<file path="config.mk">
export PLATFORM = sky130hd
export DESIGN_NAME = cut_sweep_ctrl_flat
export DESIGN_NICKNAME = d
export VERILOG_FILES = /design/src/rtl/cut_sweep_if.sv /design/src/rtl/cut_sweep_ctrl.sv /design/src/flat_wrapper.sv
export SDC_FILE = /design/constraint.sdc
export NUM_CORES = 1
export LEC_CHECK = 0
export CORE_MARGIN = 1.5
export CORE_UTILIZATION = 35
export CTS_BUF_LIST = sky130_fd_sc_hd__clkbuf_16
export DETAILED_ROUTE_END_ITERATION = 10
export PLACE_DENSITY_LB_ADDON = 0.08
export SYNTH_ARGS = -nofsm -noshare
export SYNTH_HDL_FRONTEND = slang
export SYNTH_SLANG_ARGS = --single-unit
</file>
<file path="constraint.sdc">
create_clock -name clk -period 9 [get_ports clk]
set_clock_uncertainty 0.2 [all_clocks]
set_input_delay 1.8 -clock clk [delete_from_list [all_inputs] [get_ports clk]]
set_output_delay 1.8 -clock clk [all_outputs]
set_load 0.01 [all_outputs]
</file>
<file path="src/rtl/cut_sweep_if.sv">
// cut_sweep_if: host/CUT-side bundle for cut_sweep_ctrl.
//   start, abort  : sweep control from the host
//   cut_x, cut_f  : vector driven to the CUT and its output word
//   busy, done    : sweep status
//   rd_addr/data  : random-access truth-table read port
//   sig           : 16-bit MISR signature (zero when the MISR is not built)
// Modports: master = host/bench side, slave = cut_sweep_ctrl side.
interface cut_sweep_if #(
  parameter int unsigned N_IN  = 3,
  parameter int unsigned N_OUT = 10
);

  logic              start;
  logic              abort;
  logic [N_IN-1:0]   cut_x;
  logic [N_OUT-1:0]  cut_f;
  logic              busy;
  logic              done;
  logic [N_IN-1:0]   rd_addr;
  logic [N_OUT-1:0]  rd_data;
  logic [15:0]       sig;

  modport master (
    output start, abort, cut_f, rd_addr,
    input  cut_x, busy, done, rd_data, sig
  );

  modport slave (
    input  start, abort, cut_f, rd_addr,
    output cut_x, busy, done, rd_data, sig
  );

endinterface

</file>
<file path="src/rtl/cut_sweep_ctrl.sv">
// cut_sweep_ctrl: exhaustive input sweep of a small combinational CUT.
// Drives every N_IN-bit vector in ascending order, holds each for SETTLE
// cycles plus one capture cycle, and stores the CUT output word into a
// 2^N_IN-entry truth-table buffer readable through a combinational port.
//
// Ports:
//   clk         rising-edge clock
//   rst         asynchronous, active-high reset
//   bus (slave) start/abort control, cut_x/cut_f CUT connection,
//               busy/done status, rd_addr/rd_data buffer read, sig signature
//
// Build option: define CUT_SWEEP_MISR_EN to add a 16-bit MISR that compacts
// the captured words into bus.sig; otherwise bus.sig is tied to zero.
module cut_sweep_ctrl #(
  parameter int unsigned N_IN   = 3,
  parameter int unsigned N_OUT  = 10,
  parameter int unsigned SETTLE = 1
) (
  input  logic       clk,
  input  logic       rst,
  cut_sweep_if.slave bus
);

  localparam int unsigned      DEPTH    = 1 << N_IN;
  localparam int unsigned      CNT_W    = 4;
  localparam logic [N_IN-1:0]  LAST_VEC = N_IN'(DEPTH - 1);
  localparam logic [CNT_W-1:0] CNT_LOAD = CNT_W'(SETTLE - 1);

  typedef enum logic [1:0] {
    ST_IDLE    = 2'd0,
    ST_SETTLE  = 2'd1,
    ST_CAPTURE = 2'd2
  } state_e;

  state_e           state_q, state_d;
  logic [N_IN-1:0]  vec_q, vec_d;
  logic [N_IN-1:0]  cut_x_q, cut_x_d;
  logic [CNT_W-1:0] cnt_q, cnt_d;
  logic             busy_q, busy_d;
  logic             done_q, done_d;
  logic             wr_en;

  logic [N_OUT-1:0] buf_q [DEPTH];

  // State register
  always_ff @(posedge clk or posedge rst) begin
    if (rst) begin
      state_q <= ST_IDLE;
    end else begin
      state_q <= state_d;
    end
  end

  // Next-state logic; abort wins over both settle expiry and capture
  always_comb begin
    state_d = state_q;
    case (state_q)
      ST_IDLE: begin
        if (bus.start) state_d = ST_SETTLE;
      end
      ST_SETTLE: begin
        if (bus.abort)         state_d = ST_IDLE;
        else if (cnt_q == '0)  state_d = ST_CAPTURE;
      end
      ST_CAPTURE: begin
        if (bus.abort || (vec_q == LAST_VEC)) state_d = ST_IDLE;
        else                                  state_d = ST_SETTLE;
      end
      default: state_d = ST_IDLE;
    endcase
  end

  // Datapath next values and buffer write strobe
  always_comb begin
    vec_d   = vec_q;
    cut_x_d = cut_x_q;
    cnt_d   = cnt_q;
    busy_d  = busy_q;
    done_d  = done_q;
    wr_en   = 1'b0;
    case (state_q)
      ST_IDLE: begin
        // start beats a simultaneous abort here: abort only matters mid-sweep
        if (bus.start) begin
          vec_d   = '0;
          cut_x_d = '0;
          cnt_d   = CNT_LOAD;
          done_d  = 1'b0;
          busy_d  = 1'b1;
        end
      end
      ST_SETTLE: begin
        if (bus.abort) begin
          busy_d = 1'b0;
        end else if (cnt_q != '0) begin
          cnt_d = cnt_q - CNT_W'(1);
        end
      end
      ST_CAPTURE: begin
        if (bus.abort) begin
          busy_d = 1'b0;
        end else begin
          wr_en = 1'b1;
          // Stop on the last vector so vec/cut_x never wrap back to zero
          if (vec_q == LAST_VEC) begin
            busy_d = 1'b0;
            done_d = 1'b1;
          end else begin
            vec_d   = vec_q + N_IN'(1);
            cut_x_d = vec_q + N_IN'(1);
            cnt_d   = CNT_LOAD;
          end
        end
      end
      default: ;
    endcase
  end

  // Datapath registers
  always_ff @(posedge clk or posedge rst) begin
    if (rst) begin
      vec_q   <= '0;
      cut_x_q <= '0;
      cnt_q   <= '0;
      busy_q  <= 1'b0;
      done_q  <= 1'b0;
    end else begin
      vec_q   <= vec_d;
      cut_x_q <= cut_x_d;
      cnt_q   <= cnt_d;
      busy_q  <= busy_d;
      done_q  <= done_d;
    end
  end

  // Truth-table buffer, one register row per input vector
  for (genvar g = 0; g < DEPTH; g++) begin : g_buf
    always_ff @(posedge clk or posedge rst) begin
      if (rst) begin
        buf_q[g] <= '0;
      end else if (wr_en && (vec_q == N_IN'(g))) begin
        buf_q[g] <= bus.cut_f;
      end
    end
  end

  // Zero-latency read; a same-cycle write is visible from the next cycle
  assign bus.rd_data = buf_q[bus.rd_addr];

  assign bus.cut_x = cut_x_q;
  assign bus.busy  = busy_q;
  assign bus.done  = done_q;

`ifdef CUT_SWEEP_MISR_EN
  localparam logic [15:0] MISR_SEED = 16'hFFFF;

  logic [15:0] sig_q, sig_d;
  logic        misr_fb;
  logic        sweep_start;

  assign sweep_start = (state_q == ST_IDLE) && bus.start;

  // MISR: reseed on an accepted start, shift only on capture cycles
  always_comb begin
    misr_fb = sig_q[15] ^ sig_q[14] ^ sig_q[12] ^ sig_q[3];
    sig_d   = sig_q;
    if (sweep_start) begin
      sig_d = MISR_SEED;
    end else if (wr_en) begin
      sig_d = {sig_q[14:0], misr_fb} ^ 16'(bus.cut_f);
    end
  end

  always_ff @(posedge clk or posedge rst) begin
    if (rst) begin
      sig_q <= MISR_SEED;
    end else begin
      sig_q <= sig_d;
    end
  end

  assign bus.sig = sig_q;
`else
  assign bus.sig = 16'h0000;
`endif

endmodule

</file>
<file path="src/flat_wrapper.sv">
// flat-port wrapper written by rule: the top's interface ports become plain ports
module cut_sweep_ctrl_flat 
#(
  parameter int unsigned N_IN   = 3,
  parameter int unsigned N_OUT  = 10,
  parameter int unsigned SETTLE = 1
)
  (clk, rst, bus_start, bus_abort, bus_cut_f, bus_rd_addr, bus_cut_x, bus_busy, bus_done, bus_rd_data, bus_sig);
  cut_sweep_if #(.N_IN(N_IN), .N_OUT(N_OUT)) bus_i ();
  input  logic clk;
  input  logic rst;
  input wire logic [$bits(bus_i.start)-1:0] bus_start;
  input wire logic [$bits(bus_i.abort)-1:0] bus_abort;
  input wire logic [$bits(bus_i.cut_f)-1:0] bus_cut_f;
  input wire logic [$bits(bus_i.rd_addr)-1:0] bus_rd_addr;
  output wire logic [$bits(bus_i.cut_x)-1:0] bus_cut_x;
  output wire logic [$bits(bus_i.busy)-1:0] bus_busy;
  output wire logic [$bits(bus_i.done)-1:0] bus_done;
  output wire logic [$bits(bus_i.rd_data)-1:0] bus_rd_data;
  output wire logic [$bits(bus_i.sig)-1:0] bus_sig;
  assign bus_i.start = bus_start;
  assign bus_i.abort = bus_abort;
  assign bus_i.cut_f = bus_cut_f;
  assign bus_i.rd_addr = bus_rd_addr;
  assign bus_cut_x = bus_i.cut_x;
  assign bus_busy = bus_i.busy;
  assign bus_done = bus_i.done;
  assign bus_rd_data = bus_i.rd_data;
  assign bus_sig = bus_i.sig;
  cut_sweep_ctrl #(.N_IN(N_IN), .N_OUT(N_OUT), .SETTLE(SETTLE)) u_core (.clk(clk), .rst(rst), .bus(bus_i));
endmodule
</file>
Word level (Yosys, flattened, before mapping) --
Index checks and enable logic that the tools add are counted.
Storage, ports and cells: input bits 17, logic and storage cells 84, flip-flop bits (word level) 91, output and inout port bits 31
Cells by class: bitwise operators 1, add/sub/neg operators 2, multiplexer cells 29, reduce and logical (&&, ||, !) cells 20, equality and inequality tests 18, order comparisons 1
Operators with widths (number):
- $bmux W10 S3 | 1
- $mux W10 | 2
- $mux W4 | 5
- $eq A3 B3 Y1 const B | 4
- $pmux W4 S3 | 1
- $reduce_and A4 Y1 | 3
- $mux W1 | 10
- $ne A2 B2 Y1 const B | 5
- $mux W3 | 3
- $logic_and A1 B1 Y1 | 8
- $eq A3 B2 Y1 const B | 2
- $mux W2 | 3
- $ne A3 B2 Y1 const B | 2
- $pmux W2 S3 | 1
- $pmux W3 S2 | 1
- $reduce_and A6 Y1 | 1
- $ge A4 B4 Y1 const B | 1
- $logic_not A4 Y1 | 1
- $ne A2 B1 Y1 const B | 2
- $not A3 Y4 | 1
- $reduce_bool A4 Y1 | 1
- $sub A4 B1 Y4 const B | 1
- $add A3 B1 Y3 const B | 1
- $eq A3 B1 Y1 const B | 1
- other kinds (10) | 10

Logic depth before layout (Yosys ltp) --
depth after elaboration 4, depth in mapped cells 7, gate-level depth less buffers 5

Worst setup path after synthesis --
No wires, ideal clock.
kind input to output, start input bus_rd_addr[0], end output bus_rd_data[0], data arrival time 2.882 ns, cell stages on the path 3, data required time 7.000 ns, path buffers 1, slack 4.118 ns, path through buf_2 > mux4_2 > mux2_2
On the way: word-level cells in the longest chain between the ends 4
Ends and longest elaborated chain:
- start, declared | line flat_wrapper.sv:15 | input wire logic [$bits(bus_i.rd_addr)-1:0] bus_rd_addr;
- $not A3 Y4 (not written as such) | line cut_sweep_ctrl.sv:148 | assign bus.rd_data = buf_q[bus.rd_addr];
- $bmux W10 S3 | line cut_sweep_ctrl.sv:148
- $mux W10 (not written as such) (2 in series) | line cut_sweep_ctrl.sv:148
- end, declared | line flat_wrapper.sv:19 | output wire logic [$bits(bus_i.rd_data)-1:0] bus_rd_data;
Every way passes these cells. The select of a mux whose other input is x is not followed.

Worst setup path in the final report --
start input bus_rd_addr[1], end output bus_rd_data[1]
The elaborated chain is that of the path after synthesis.

==> impl_metrics.yaml <==
global_routing:
  antenna_found_initial: 0
  grt_max_degree: 78
  use_met1_pct: 19.05
  top_usage_layer: "met2"
  grt_usage_pct: 14.90
  first_global_vias: 2539
  grt.met2_usage_pct: 24.11
  use_met3_pct: 3.965
  grt_pass1_wl_microns: 14550
  grt-ovfl-total: 0
floorplanning:
  die_h_microns: 117.2
  rows: 41
  dieArea_sq_um: 13740
  fp.dieW_microns: 117.2
  ios: 48
  initial_utilization_pct: 36.03
  core_area_sq_um: 12670
cts:
  htree_levels: 3
  clkSinkCount: 91
  clk_path_buf_depth: 2
  tritoncts: "yes"
  ctsRootBufferMaster: "clkbuf_16"
  worstSkewPairLatency_ns: 0.35
  cts_setup_buffers: 0
  cts_hold_buf: 0
  clk_pin_slew_ns: 0.06
  cts_resized: 0
  numCtsBuffers: 9
placement:
  port_buffers: 31
  place.gp.congestion: 0.7656
  detailedPlace.worstSlack_ns: 2.471
  dp_hpwl_microns: 5854
drt:
  wirelength_microns: 9252
  dr.pass1.iters: 4
  drc: 0
  ant_nets: 0
  dr_total_vias: 2554
  vias_per_cell: 4.950
  drt_iter0_drc: 145
  wl_per_cell_microns: 17.93
timing:
  slew_violations: 0
  min_period_over_period_pct: 71.80
  layout_min_cycle_time_ns: 6.462
  slew-limit-headroom_pct: 34.98
  finalSetupTns_ns: 0
  worst_pin_slew_ns: 0.9753
  fin_ws_ns: 2.538
  finalSetupViolCount: 0
  hold_viol: 0
  fmax_ghz: 0.1548
  rsz0062_at_grt: "no"
finish:
  area_growth_pct: 16.74
  layout_common_cells: "dfrtp_1 (91), mux2_2 (60), clkdlybuf4s50_1 (31)"
  fin_nets: 369
  diodes: 0
  drive_gt1_share_pct: 34.59
  mostFrequentLayoutCell: "dfrtp_1"
  fillers: 1216
worst_setup_path:
  crit_path_end_kind: "primary output"
  worstSetupPathType: "input pin to primary output"
  worstPathCellList: "clkdlybuf4s50_1 > buf_4 > mux4_2 > mux2_2 > clkdlybuf4s50_1"
  cp.arrival_ns: 4.46
  worst-path-max-fanout: 15
  critPathLaunchType: "input pin"
  critPathSlowestCell: "clkdlybuf4s50_1"
  required_ns: 7.00
  critPathMaxStageDelay_ns: 1.09
  cpMostUsedCell: "clkdlybuf4s50_1"
job:
  cap_viol_max_count: 0
synth:
  synth_ff_type: "dfrtp_1"
  ys_ff_latch: 91
  synth_area_sq_um: 4566
  synth-edff-count: 0
  syn_inst: 304
  yosysUniqueCellTypes: 42
  async_reset_ff_share_pct: 100.0
  syn_area_per_cell_sq_um: 15.02
  ys_warn_count: 0
  yosysSeqAreaShare_pct: 49.88
worst_hold_path:
  hp-class: "register to register"
power_and_ir_drop:
  powerDensity_nw_per_um2: 244.3
  p_leak_nw: 2.524
  ir_worst_vdd_mv: 0.1183
status:
  run_status: "complete, no violations"
[registers in the layout, summed over array words and instances (netlist names)]
signal	flops
u_core.cnt_q	4
u_core.buf_q	80
u_core.bus.busy	1
u_core.bus.done	1
u_core.state_q	2
u_core.vec_q	3
[cells by family after synthesis]
group | after synthesis | share of synthesized area [%]
multiplexers | 114 | 33.60
flip-flops | 91 | 49.88
buffers and inverters | 36 | 5.042
AND/OR/NAND/NOR | 32 | 4.604
AO/OA/AOI/OAI | 17 | 3.234
adder cells (fa/ha/maj) | 13 | 3.563
other | 1 | 0.08214
[final cells by class]
| type | instances | area, sq um | area share, % |
|---|---|---|---|
| clock buffer | 9 | 225.2 | 4.225 |
| clock inverter | 7 | 122.6 | 2.300 |
| inverter | 11 | 42.54 | 0.7981 |
| multi-input combinational | 192 | 2115 | 39.67 |
| sequential | 91 | 2277 | 42.72 |
| tap | 172 | 215.2 | 4.038 |
| timing repair buffer | 34 | 332.8 | 6.244 |
[path summary, 6_finish.rpt]
check                                  startpoint               end  slack, ns  depth (start not counted)
worst max-delay path               bus_rd_addr[1]    bus_rd_data[1]       2.54                          5
worst max register to register  u_core.state_q[0]  u_core.buf_q[61]       6.17                          5
worst min-delay path             u_core.buf_q[77]  u_core.buf_q[77]       0.28                          1
worst min register to register   u_core.buf_q[77]  u_core.buf_q[77]       0.28                          1
max in group asynchronous                     rst  u_core.buf_q[78]       5.85                          3
min in group asynchronous                     rst   u_core.vec_q[0]       1.51                          2
[where the power goes]
group	internal [mW]	total [mW]	leakage, nW	switching [mW]
sequential	0.494	0.541	1.23	0.0470
combinational	0.178	0.322	1.12	0.144
clock	0.274	0.439	0.170	0.166
[worst max-delay path, delay by kind of cell]
kind	cells	cell delay, ns
buffers and inverters	3	1.87
muxes	2	0.78
[per-stage QoR]
stage | instance area (sq um) | total power [mW] | hold slack, ns | utilization, % | instances
floorplan | 4622 | 0.7835 | 0.2524 | - | 319
detailed placement | 4982 | 0.8751 | 0.2734 | 39.32 | 500
finish | 5330 | 1.302 | 0.2826 | 42.07 | 516
global placement | 4982 | 0.8707 | 0.2639 | 39.32 | 500
global route | 5330 | 1.380 | 0.3024 | 42.07 | 516
CTS | 5330 | 1.324 | 0.2887 | 42.07 | 516
[per-layer routing]
layer  vias up  routed length [microns]  share of wire (%)
met2        37                     4616                 50
met4         0                      144                1.6
li1       1168                        -                  -
met1      1340                     4227                 46
met3         9                      263                2.8
met5         -                        0                  0
[cells in the mapped netlist, types with 2 or more instances]
cell type	n	area, sq um
a21oi_1	2	10.01
inv_1	11	41.29
buf_6	4	45.04
ha_1	13	162.7
buf_4	16	120.1
mux2_4	8	120.1
mux2_1	22	247.7
mux2i_1	4	40.04
nand2_2	2	12.51
mux2_2	60	675.7
buf_2	4	20.02
nand2b_1	5	31.28
nand3_1	3	15.01
nand3_2	3	30.03
nor4_1	2	12.51
a21o_1	2	15.01
nand2_1	4	15.01
and3_1	3	18.77
nor2b_1	3	18.77
a31o_2	2	17.52
dfrtp_1	91	2277
mux4_2	20	450.4
No activity file was read; power rests on OpenSTA's default activity.
